File: src/rtl/core_sequencer.sv
// core_sequencer: multi-cycle instruction sequencer for twitchcore.
// Owns the PC and walks each instruction through FETCH, DECODE, EXECUTE,
// optional MEM and WRITEBACK. It handshakes with instruction and data memory,
// gates the register-file write, and keeps halt, fault and retire state.
module core_sequencer #(
  parameter logic [31:0] RESET_PC    = 32'h8000_0000,
  parameter int unsigned MEM_TIMEOUT = 16,   // >= 1
  parameter int unsigned TW          = 5     // 2**TW > MEM_TIMEOUT
) (
  input  logic        clk,
  input  logic        resetn,
  input  logic        start,
  output logic        imem_req,
  input  logic        imem_ready,
  output logic        dmem_req,
  output logic        dmem_we,
  input  logic        dmem_ready,
  input  logic        is_mem,
  input  logic        is_store,
  input  logic        illegal,
  input  logic        halt_req,
  input  logic        reg_writeback,
  input  logic [4:0]  rd,
  input  logic        pend_is_new_pc,
  input  logic [31:0] pend,
  output logic [31:0] pc,
  output logic [4:0]  stage,
  output logic        rf_we,
  output logic        retire,
  output logic [31:0] retired,
  output logic        halted,
  output logic [1:0]  fault
);

  typedef enum logic [2:0] {
    S_IDLE, S_FETCH, S_DECODE, S_EXEC, S_MEM, S_WB, S_HALT
  } state_t;

  state_t        r_state;
  state_t        w_next;
  logic [TW-1:0] r_cnt;
  logic          r_store;
  logic [31:0]   r_pc;
  logic [31:0]   r_retired;
  logic [1:0]    r_fault;
  logic [4:0]    r_stage;
  logic          r_halted;

  logic          w_tmo;
  logic          w_restart;
  logic          w_set_fault;
  logic [1:0]    w_fault_val;
  logic          w_misalign;
  logic          w_waiting;

  assign w_tmo      = (r_cnt == TW'(MEM_TIMEOUT - 1));
  assign w_misalign = pend_is_new_pc && (pend[1:0] != 2'b00);
  assign w_waiting  = ((r_state == S_FETCH) && !imem_ready) ||
                      ((r_state == S_MEM)   && !dmem_ready);

  // One-hot {WB, MEM, EX, ID, IF} view of a state; zero in IDLE and HALT.
  function automatic logic [4:0] stage_of(input state_t s);
    case (s)
      S_FETCH:  stage_of = 5'b00001;
      S_DECODE: stage_of = 5'b00010;
      S_EXEC:   stage_of = 5'b00100;
      S_MEM:    stage_of = 5'b01000;
      S_WB:     stage_of = 5'b10000;
      default:  stage_of = '0;
    endcase
  endfunction

  // Next-state and combinational strobes/requests.
  always_comb begin
    w_next      = r_state;
    imem_req    = 1'b0;
    dmem_req    = 1'b0;
    dmem_we     = 1'b0;
    rf_we       = 1'b0;
    retire      = 1'b0;
    w_restart   = 1'b0;
    w_set_fault = 1'b0;
    w_fault_val = '0;
    case (r_state)
      S_IDLE, S_HALT: begin
        if (start) begin
          w_next    = S_FETCH;
          w_restart = 1'b1;
        end
      end
      S_FETCH: begin
        imem_req = 1'b1;
        // A ready arriving on the final allowed cycle beats the timeout.
        if (imem_ready) begin
          w_next = S_DECODE;
        end else if (w_tmo) begin
          w_next      = S_HALT;
          w_set_fault = 1'b1;
          w_fault_val = 2'd3;
        end
      end
      S_DECODE: begin
        if (illegal) begin
          w_next      = S_HALT;
          w_set_fault = 1'b1;
          w_fault_val = 2'd1;
        end else begin
          w_next = S_EXEC;
        end
      end
      S_EXEC: begin
        w_next = is_mem ? S_MEM : S_WB;
      end
      S_MEM: begin
        dmem_req = 1'b1;
        dmem_we  = r_store;
        if (dmem_ready) begin
          w_next = S_WB;
        end else if (w_tmo) begin
          w_next      = S_HALT;
          w_set_fault = 1'b1;
          w_fault_val = 2'd3;
        end
      end
      S_WB: begin
        if (w_misalign) begin
          w_next      = S_HALT;
          w_set_fault = 1'b1;
          w_fault_val = 2'd2;
        end else begin
          retire = 1'b1;
          rf_we  = reg_writeback && (rd != 5'd0);
          w_next = halt_req ? S_HALT : S_FETCH;
        end
      end
      default: w_next = S_IDLE;
    endcase
  end

  // State register.
  always_ff @(posedge clk or negedge resetn) begin
    if (!resetn) r_state <= S_IDLE;
    else         r_state <= w_next;
  end

  // Memory wait counter: cleared on every state entry, counts stalled cycles.
  always_ff @(posedge clk or negedge resetn) begin
    if (!resetn)                r_cnt <= '0;
    else if (w_next != r_state) r_cnt <= '0;
    else if (w_waiting)         r_cnt <= r_cnt + TW'(1);
  end

  // Latch load/store direction when EXECUTE commits to a memory access.
  always_ff @(posedge clk or negedge resetn) begin
    if (!resetn)                          r_store <= 1'b0;
    else if ((r_state == S_EXEC) && is_mem) r_store <= is_store;
  end

  // Architectural state: PC, retire count and fault code.
  always_ff @(posedge clk or negedge resetn) begin
    if (!resetn) begin
      r_pc      <= RESET_PC;
      r_retired <= '0;
      r_fault   <= '0;
    end else if (w_restart) begin
      r_pc      <= RESET_PC;
      r_retired <= '0;
      r_fault   <= '0;
    end else begin
      if (retire) begin
        r_retired <= r_retired + 32'd1;
        r_pc      <= pend_is_new_pc ? pend : r_pc + 32'd4;
      end
      if (w_set_fault) r_fault <= w_fault_val;
    end
  end

  // Registered status outputs, loaded from the upcoming state.
  always_ff @(posedge clk or negedge resetn) begin
    if (!resetn) begin
      r_stage  <= '0;
      r_halted <= 1'b0;
    end else begin
      r_stage  <= stage_of(w_next);
      r_halted <= (w_next == S_HALT);
    end
  end

  assign pc      = r_pc;
  assign retired = r_retired;
  assign fault   = r_fault;
  assign stage   = r_stage;
  assign halted  = r_halted;

endmodule
File: config.mk
export PLATFORM = sky130hd
export DESIGN_NAME = core_sequencer
export DESIGN_NICKNAME = d
export VERILOG_FILES = /design/src/rtl/core_sequencer.sv
export SDC_FILE = /design/constraint.sdc
export NUM_CORES = 1
export LEC_CHECK = 0
export CAP_MARGIN = 5
export CELL_PAD_IN_SITES_DETAIL_PLACEMENT = 0
export CELL_PAD_IN_SITES_GLOBAL_PLACEMENT = 1
export CORE_ASPECT_RATIO = 0.5
export CORE_UTILIZATION = 39
export DETAILED_ROUTE_END_ITERATION = 8
export GPL_ROUTABILITY_DRIVEN = 0
export PLACE_DENSITY = 0.86
export SLEW_MARGIN = 20
export SYNTH_ARGS = -nofsm -noshare
export SYNTH_HDL_FRONTEND = slang
export SYNTH_SLANG_ARGS = --single-unit
export TNS_END_PERCENT = 20
File: constraint.sdc
create_clock -name clk -period 3.87 [get_ports clk]
set_input_delay 0.9675 -clock clk [delete_from_list [all_inputs] [get_ports clk]]
set_output_delay 0.9675 -clock clk [all_outputs]
set_load 0.02 [all_outputs]
==> summary.txt, run 1 <==
Yosys
  – Post-synthesis mux area share: 0.0199
  – Mean Syn Cell Area: 9.16 um^2
  – XOR/XNOR Fraction of Synth Area: 0.0847
  – Post-Synth Simple-Gate Area: 0.279
  – Seq/Total Area, Yosys: 0.436
  – Synth Warn #: 0
  – Post-synthesis adder-cell area fraction: 0.0108
  – Cells after Synth: 508
  – Largest family of logic cells by synthesized area: simple AND/OR/NAND/NOR gates
  – Synth Cell Area: 4650 um^2
  – Asr flop ratio synth: 1.00
  – Post-synth top flop: dfrtp_1
  – Register bit total from synthesis: 81
  – Syn nets: 560
  – Library cells used by synthesis: 62
  – EDFF count, synth: 0
  – Compound-cell area share of the yosys netlist: 0.133

Setup path
  – Crit path launch type: input pin
  – CP Cell Sequence: clkdlybuf4s50_1, or4_1, o21ai_0, nor2_1, clkdlybuf4s50_1
  – CP endpoint kind: primary output
  – CP max FO: 1
  – CP most frequent cell: clkdlybuf4s50_1
  – Data required, critical path: 2900 ps
  – Slowest cell on the critical path: clkdlybuf4s50_1
  – CP Data Arrival Time: 2610 ps
  – CP max stage delay: 540 ps
  – CP Class: in -> out

STA
  – RSZ-0062 raised after global routing: false
  – Final hold viol count: 0
  – Max frequency: 0.279 GHz
  – TNS Setup: 0 ps
  – Finish-stage setup viols: 0
  – Final Skew: 5.50 ps
  – Final Max Tran Viols: 0
  – Relative slew slack: 0.495
  – Final min period: 3580 ps
  – Period utilization: 0.925
  – Worst slew pin tran: 757 ps

Job
  – Max-cap violations: 0

Place
  – Hpwl dp: 9020 um
  – DP Area: 6050 um^2
  – PortBufs: 124

Routing
  – Post-route ant nets: 0
  – Mean number of vias per cell: 5.41
  – DRC viols: 0
  – Final WL: 12800 um
  – 1st-iter DRT viols: 235
  – Drt first pass iters: 4
  – Wire per inst: 16.2 um
  – Vias: 4288

Floorplan
  – Chip Height: 79.2 um
  – Core Area: 11300 um^2
  – Row cnt: 27
  – Initial Util: 0.412
  – I/O Pins: 125
  – Die ar.: 12400 um^2
  – Die W: 156 um

Power
  – Power, Total: 3.62 mW
  – VDD IR max: 0.000285 V
  – Cell Pwr Density: 574 nW/um^2
  – Leakage power: 2.61 nW

Global route
  – Largest net degree at the start of global routing: 82
  – GRT Total Usage: 0.219
  – Gr ovfl total: 0
  – Vias in the first global route: 4056
  – Initial antenna violation count: 0
  – First-pass GRT wire length: 21300 um

Layout
  – Area of the multi-input gates: 2460 um^2
  – Final Cell Area: 6310 um^2
  – Fin nets: 683
  – Area grow syn2layout: 35.6%
  – Ratio of cells with drive above 1 in the final layout: 0.0648
  – Layout fillers: 1036
  – ANT cells: 0
  – Commonest non-fill, non-tap cell in the layout: clkdlybuf4s50_1
  – Sequential Area: 2030 um^2
  – Most frequent cells in the layout: clkdlybuf4s50_1 (123), dfrtp_1 (80), nor2_1 (55)

Clock tree
  – H-tree depth: 3
  – Post-CTS sizing: 0
  – Clock Path Buffers: 2
  – Clock transition at the registers of the reported paths: 60 ps
  – Total clock buffers created by CTS: 9
  – Hold-fix buffers, CTS: 0
  – CTS tree: done
  – Worst-Skew Late Latency: 330 ps
  – CTS sink cnt: 81
  – Post-CTS Setup Bufs: 0
  – CTS root buffer: clkbuf_16

Outcome
  – Status: finished clean

Worst hold path
  – Hold Crit Class: reg -> reg
==> layer usage <==
metal | GRT usage | wire length [um]
met5 | 0 | 0
met1 | 0.297 | 6050
met3 | 0.0448 | 573
met2 | 0.355 | 6060
met4 | 0.0588 | 147
==> cells by family after synthesis <==
kind of cell    count (synthesis)
buf+inv                        37
fa+ha+maj                       4
flops                          81
compound gates                 96
xor+xnor                       45
mux                             9
simple gates                  236
==> registers in the layout, summed over array words and instances (netlist names) <==
signal,flops
pc,32
halted,1
r_store,1
r_cnt,5
r_state,3
stage,5
retired,32
fault,2
==> through the flow <==
stage          instances  utilization  setup slack [ps]  hold WS, ps
6_report             792        0.559               289          491
2_1_floorplan        508            -               990          470
3_5_place_dp         779        0.536               286          483
4_1_cts              792        0.559               281          497
5_1_grt              792        0.559               159          507
3_3_place_gp         779        0.536               300          473
==> critical path: cells and delay by family <==
kind / cells / cell delay [ps]
AOI/OAI and AO/OA: 1 / 150
buffers and inverters: 2 / 930
and+or+nand+nor: 2 / 550
==> power by group <==
group / leakage (nW) / total [mW] / internal, mW / switching (mW)
logic: 1.38 / 1.56 / 0.700 / 0.864
clock network: 0.124 / 0.756 / 0.441 / 0.315
registers: 1.10 / 1.30 / 1.05 / 0.253
total: 2.61 / 3.62 / 2.19 / 1.43
==> cell usage after synthesis, drive strengths merged (3+ instances only) <==
master,n,share of area
mux2i,7,0.015
o22ai,4,0.0054
a21oi,14,0.015
dfrtp,80,0.43
and2,8,0.011
or2,4,0.0054
a32oi,7,0.013
o21ai,38,0.041
ha,4,0.011
nor3,15,0.023
nor3b,6,0.0097
nand4,26,0.038
or3,10,0.013
a22o,5,0.0094
nor2,57,0.047
nand2,44,0.036
xor2,30,0.056
o21a,3,0.0048
and3,10,0.013
nor4,10,0.020
clkbuf,11,0.0089
buf,11,0.015
a31oi,4,0.0054
o211ai,4,0.0065
inv,15,0.012
nor2b,4,0.0054
xnor2,15,0.028
nand3,30,0.033
==> final timing paths <==
check / slack (ps) / to / cells after the start / start
worst max register to register: 1420 / pc[29]$_DFFE_PN0P_ / 7 / r_state[1]$_DFF_PN0_
worst max-delay path: 290 / rf_we / 5 / rd[0]
min in group asynchronous: 680 / stage[2]$_DFF_PN0_ / 1 / resetn
worst min-delay path: 490 / pc[1]$_DFFE_PN0P_ / 1 / pc[1]$_DFFE_PN0P_
worst min register to register: 490 / pc[1]$_DFFE_PN0P_ / 1 / pc[1]$_DFFE_PN0P_
max in group asynchronous: 2670 / retired[14]$_DFFE_PN0P_ / 1 / resetn
==> cell type report <==
| class | instances | share of cell area |
|---|---|---|
| sequential | 81 | 0.322 |
| timing repair buffer | 134 | 0.209 |
| inverter | 15 | 0.00893 |
| tap | 159 | 0.0315 |
| clock buffer | 12 | 0.0391 |
| multi-input combinational | 390 | 0.389 |
| clock inverter | 1 | 0.000793 |
Note: power is estimated with default switching activity, not from simulation.
==> run 2: changes to the inputs <==
Clock period 3.87 ns to 4.2 ns, I/O delays scaled along.
==> run 2 against run 1 <==
Effect of this change:
- critical path depth unchanged
- wire length increased by 0.11%
- core utilization increased by 0.82 points
- critical path type unchanged
- largest cell class unchanged
==> summary.txt, run 2 (synthesis results as in run 1) <==
Outcome
  – Status: finished clean

STA
  – Finish-stage setup viols: 0 (unchanged)
  – Final min period: 3770 ps
  – Period utilization: 0.897
  – Max frequency: 0.266 GHz
  – Final Skew: 9.64 ps (+4.14 ps)
  – TNS Setup: 0 ps (unchanged)
  – RSZ-0062 raised after global routing: false
  – Worst setup margin: 434 ps (+145 ps)
  – Final Max Tran Viols: 0 (unchanged)
  – Relative slew slack: 0.479 (-0.0165)
  – Worst slew pin tran: 782 ps (+24.7 ps)
  – Final hold viol count: 0 (unchanged)

Clock tree
  – Worst-Skew Late Latency: 340 ps (about the same)
  – Clock transition at the registers of the reported paths: 60 ps (about the same)
  – CTS sink cnt: 81 (unchanged)
  – Clock Path Buffers: 2 (unchanged)
  – CTS tree: done
  – Post-CTS Setup Bufs: 0 (unchanged)
  – CTS root buffer: clkbuf_16
  – Post-CTS sizing: 0 (unchanged)
  – H-tree depth: 3 (unchanged)
  – Total clock buffers created by CTS: 9 (unchanged)
  – Hold-fix buffers, CTS: 0 (unchanged)

Global route
  – Largest net degree at the start of global routing: 82 (unchanged)
  – Initial antenna violation count: 0 (unchanged)
  – First-pass GRT wire length: 21200 um (-0.19%)
  – Gr ovfl total: 0 (unchanged)
  – GRT Total Usage: 0.219 (-0.000255)
  – Vias in the first global route: 4030 (-0.64%)

Layout
  – Post-route insts no fill: 795 (+0.38%)
  – Commonest non-fill, non-tap cell in the layout: clkdlybuf4s50_1
  – Final Cell Area: 6400 um^2 (+1.5%)
  – ANT cells: 0 (unchanged)
  – Ratio of cells with drive above 1 in the final layout: 0.0723 (+0.00756)
  – Fin nets: 683 (unchanged)
  – Area grow syn2layout: 37.6%
  – Most frequent cells in the layout: clkdlybuf4s50_1 (123), dfrtp_1 (80), nor2_1 (55)
  – Layout fillers: 1024 (-1.2%)

Routing
  – Vias: 4325 (+0.86%)
  – DRC viols: 0 (unchanged)
  – Wire per inst: 16.2 um (-0.27%)
  – Final WL: 12800 um (+0.11%)
  – Mean number of vias per cell: 5.44 (+0.48%)
  – Drt first pass iters: 4 (unchanged)
  – Post-route ant nets: 0 (unchanged)
  – 1st-iter DRT viols: 278 (+18%)

Setup path
  – CP Launch Point: rd[0]
  – Crit path launch type: input pin
  – Data required, critical path: 3150 ps (+250 ps)
  – Slowest cell on the critical path: clkdlybuf4s50_1
  – CP max stage delay: 550 ps (about the same)
  – CP most frequent cell: clkdlybuf4s50_1
  – CP Data Arrival Time: 2720 ps (+110 ps)
  – CP endpoint kind: primary output
  – CP max FO: 1 (unchanged)
  – CP Cell Sequence: clkdlybuf4s50_1, or4_1, o21ai_0, nor2_1, clkdlybuf4s50_1
  – CP Class: in -> out
  – Worst r2r src: r_state[2]$_DFF_PN0_

Place
  – Placed insts: 779 (unchanged)
  – DP Area: 6050 um^2 (unchanged)
  – PortBufs: 124 (unchanged)
  – Setup WS pre-CTS: 431 ps (+145 ps)
  – Hpwl dp: 9030 um (+0.11%)

Floorplan
  – Chip Height: 79.2 um (unchanged)
  – Core Area: 11300 um^2 (unchanged)
  – Initial Util: 0.412 (unchanged)
  – I/O Pins: 125 (unchanged)
  – Die ar.: 12400 um^2 (unchanged)
  – Die W: 156 um (unchanged)
  – Row cnt: 27 (unchanged)

Power
  – Cell Pwr Density: 555 nW/um^2 (-3.4%)
  – Power, Total: 3.55 mW (-2.0%)
  – Leakage power: 2.64 nW (+1.4%)
  – VDD IR max: 0.000341 V (+19%)

Worst hold path
  – Hold Crit Class: reg -> reg
  – HP Start: pc[1]$_DFFE_PN0P_

Job
  – Max-cap violations: 0 (unchanged)
==> run 2: cell types whose count changed in the layout (fill, tap and decap cells not counted) <==
cell	delta
clkinvlp_4	+2
clkbuf_8	-1
bufinv_16	+3
clkbuf_1	-2
clkinv_4	+1
==> run 2: layout make-up <==
| class | count | area [um^2] | share of cell area |
|---|---|---|---|
| sequential | 81 | 2030 | 0.317 |
| clock buffer | 9 | 225 | 0.0352 |
| multi-input combinational | 390 | 2460 | 0.384 |
| clock inverter | 7 | 119 | 0.0186 |
| tap | 159 | 199 | 0.0311 |
| inverter | 15 | 56.3 | 0.00880 |
| timing repair buffer | 134 | 1320 | 0.206 |
==> run 2: worst max-delay path, delay by kind of cell <==
kind	cells	cell delay (ps)
AO/OA/AOI/OAI	1	160
AND/OR/NAND/NOR	2	570
buffers and inverters	2	940
==> run 2: through the flow <==
step / utilization / hold slack [ps]
2_1_floorplan: - / 470
3_3_place_gp: 0.536 / 477
3_5_place_dp: 0.536 / 475
4_1_cts: 0.567 / 490
5_1_grt: 0.567 / 516
6_report: 0.567 / 487
==> run 2: worst paths after layout <==
path                                           to  slack, ps  cells after the start
max in group asynchronous  retired[5]$_DFFE_PN0P_       2890                      1
min                             pc[1]$_DFFE_PN0P_        490                      1
min reg2reg                     pc[1]$_DFFE_PN0P_        490                      1
min in group asynchronous      stage[2]$_DFF_PN0_        710                      1
max reg2reg                    pc[29]$_DFFE_PN0P_       1700                      7
max                                         rf_we        430                      5
==> run 2: power breakdown <==
part / switching [mW] / internal [mW]
Clock: 0.326 / 0.581
Combinational: 0.785 / 0.645
Sequential: 0.247 / 0.967
Total: 1.36 / 2.19
==> run 2: metal layers <==
metal	up-vias	track usage	routed length (um)
li1	2084	-	-
met1	2138	0.301	6160
met2	97	0.357	6070
met3	6	0.0431	545
met4	0	0.0451	70
met5	-	0	0
==> patch, RTL diff (flow settings as in run 1) <==
The 7 states of `state_t` get a one-hot encoding in 7 bits.
--- a/src/rtl/core_sequencer.sv
+++ b/src/rtl/core_sequencer.sv
@@ -32,8 +32,8 @@
   output logic [1:0]  fault
 );
 
-  typedef enum logic [2:0] {
-    S_IDLE, S_FETCH, S_DECODE, S_EXEC, S_MEM, S_WB, S_HALT
+  typedef enum logic [6:0] {
+    S_IDLE = 7'b0000001, S_FETCH = 7'b0000010, S_DECODE = 7'b0000100, S_EXEC = 7'b0001000, S_MEM = 7'b0010000, S_WB = 7'b0100000, S_HALT = 7'b1000000
   } state_t;
 
   state_t        r_state;
Behaviour: no difference found for any inputs over 10 cycles, from zero or initial values and one cycle with resetn low; not proved beyond that.
==> patch against run 1 <==
- cell area increased by 1.8%
- critical endpoint unchanged
- largest cell class unchanged
- area after synthesis increased by 1.1%
- wire length decreased by 1.5%
- sequential cell count increased by 4
- setup slack got worse by 0.073 ns
- maximum frequency decreased by 2.0%
- count of clock-buffer cells in the layout decreased by 2
Power is not compared: it rests on default switching activity, and its combinational part moved more than twofold at a synthesized area within 25%.
==> patch: results (changes against run 1) <==
[metrics] worst-margin pin slew: 0.957 ns (+0.199 ns)
[metrics] power in sequential cells: around 960 uW
[metrics] drt pass-1 iters: 5 (+1)
[metrics] clock-pin transition on the worst setup and hold timing paths: about 0.07 ns
[metrics] number of global-route vias before repair: 4081 (+0.62%)
[metrics] internal power of the cells: ~1.6 mW
[metrics] logic gate share of total power: a little under 20%
[metrics] total nets after synthesis: 572 (+2.1%)
[metrics] Period Utilization, post-route: 94.4% (+1.9 points)
[metrics] Buffers on Ports: 124 (unchanged)
[metrics] final HPWL from detailed placement: 8660 um (-4.0%)
[metrics] classification of the worst-slack hold path: flop to flop
[metrics] maximum number of pins on one net before global-route repair: 69 (-16%)
[metrics] result of the run: completed
[metrics] Post-synth ARST share: 100% (unchanged)
[metrics] clock skew after layout: 0.00853 ns (+0.00303 ns)
[metrics] Worst Reg-to-Reg Cells: 6 (-1)
[metrics] share of the yosys chip area belonging to registers: 45.3% (+1.7 points)
[metrics] count of synthesis-stage warnings from yosys: 0 (unchanged)
[metrics] leading cell types by count after synthesis: dfrtp_1 (83), nand2_1 (52), o21ai_0 (50), nor2_1 (48), nand3_1 (34)
[metrics] Peak supply drop: about 0.21 mV
[metrics] first-pass GRT wire length: 20800 um (-2.2%)
[metrics] setup slack on the worst flop-to-flop path: 1.34 ns (-0.08 ns)
[metrics] Gates resized, CTS repair: 0 (unchanged)
[metrics] Placed Cells: 788 (+1.2%)
[metrics] worst-path maximum fanout: 3 (+2)
[metrics] # Post-CTS Setup Buffers: 0 (unchanged)
[metrics] antenna cells: 0 (unchanged)
[metrics] Fin Hold WS: 0.516 ns (+0.0245 ns)
[metrics] clock buffers created by TritonCTS: 9 (unchanged)
[metrics] starting DRC count in detailed routing: 266 (+13%)
[metrics] vias per std cell: 5.40 (-0.23%)
[metrics] final layout net count: 692 (+1.3%)
[metrics] clock insertion delay at the later pin of the skew report: roughly 0.34 ns
[metrics] number of distinct standard cells referenced by the synthesized netlist: 50 (-19%)
[metrics] crit path launch: pend[0]
[metrics] capture point of the critical path: rf_we
[metrics] Setup WS pre-CTS: 0.213 ns (-0.0729 ns)
[metrics] predominant post-synthesis flop cell: dfrtp_1
[metrics] mean routed wirelength per cell: 15.7 um (-2.9%)
[metrics] post-synthesis average cell area: 9.04 sq um (-1.3%)
[metrics] Reg2Reg Launch Point: r_state[1]
[metrics] main area contributors after synthesis: dfrtp_1 (44%), xor2_1 (5.8%), o21ai_0 (5.3%)
[metrics] power consumed by combinational cells: roughly 450 uW
[metrics] CTS root buffer: clkbuf_16
[metrics] total leakage power: about 2.7 nW
[metrics] wire length reported by the detailed router: 12600 um (-1.5%)
[metrics] number of antenna violations at the first check in global routing: 0 (unchanged)
[metrics] GRT Resource Usage Total: 21.2% (-0.70 points)
[metrics] maximum buffer depth of the clock tree: 2 (unchanged)
[metrics] fraction of final layout cells sized beyond drive strength 1: 6.98% (+0.50 points)
[metrics] H-tree depth: 3 (unchanged)
[metrics] Placed Instance Area: 0.00612 sq mm (+1.2%)
[metrics] worst r2r dst: pc[31]
[patch: cell count changes in the layout (fill, tap and decap cells not counted), moves of 4 or more]
| cell | run 1 | this run |
|---|---|---|
| and2_1 | 8 | 4 |
| nor2_1 | 55 | 48 |
| nand3_1 | 29 | 34 |
| or3_1 | 10 | 5 |
| a31oi_1 | 4 | 0 |
| nor4_2 | 0 | 4 |
| o22ai_1 | 4 | 0 |
| nand2_1 | 43 | 52 |
| o21ai_0 | 37 | 50 |
[patch: cell type report]
type	count	area, sq um
fillers	1069	4930
multi-input cells	395	2420
flip-flops and latches	85	2130
repair buffers	136	1330
clock buffers	10	229
well taps	159	199
clock inverters	6	68.8
inverters	13	48.8
[patch: cells by family (layout without fill, tap and decap cells)]
logic type                 after synthesis  in the layout  share of synthesized area (%)
AOI/OAI and AO/OA                      100            100                           13.3
xor gates and xnor gates                46             46                           8.57
adders and majority gates                4              4                           1.06
buffers and inverters                   40            165                           3.62
DFF                                     85             85                           45.3
muxes                                    6              6                           1.30
and+or+nand+nor                        239            239                           26.8
[patch: worst min-delay path by stage]
stage,from,depth (start not counted),to
5_1_grt,pc[0],1,pc[0]
4_1_cts,pc[0],1,pc[0]
3_5_place_dp,pc[0],1,pc[0]
6_report,pc[0],1,pc[0]
2_1_floorplan,r_store,1,r_store
3_3_place_gp,r_store,1,r_store
[patch: routing by layer]
metal	vias to the layer above	global-route usage, %	part of all wire, %
met4	0	5.15	0.77
met3	10	3.75	4.0
met2	106	34.1	47
met5	-	0	0
met1	2112	29.5	48
li1	2115	-	-
[patch: worst max-delay path, cell delays in order]
cell and delay, ns:
clkdlybuf4s50_1 0.40, o21a_1 0.19, or3_1 0.39, nor2_1 0.12, clkdlybuf4s50_1 0.61
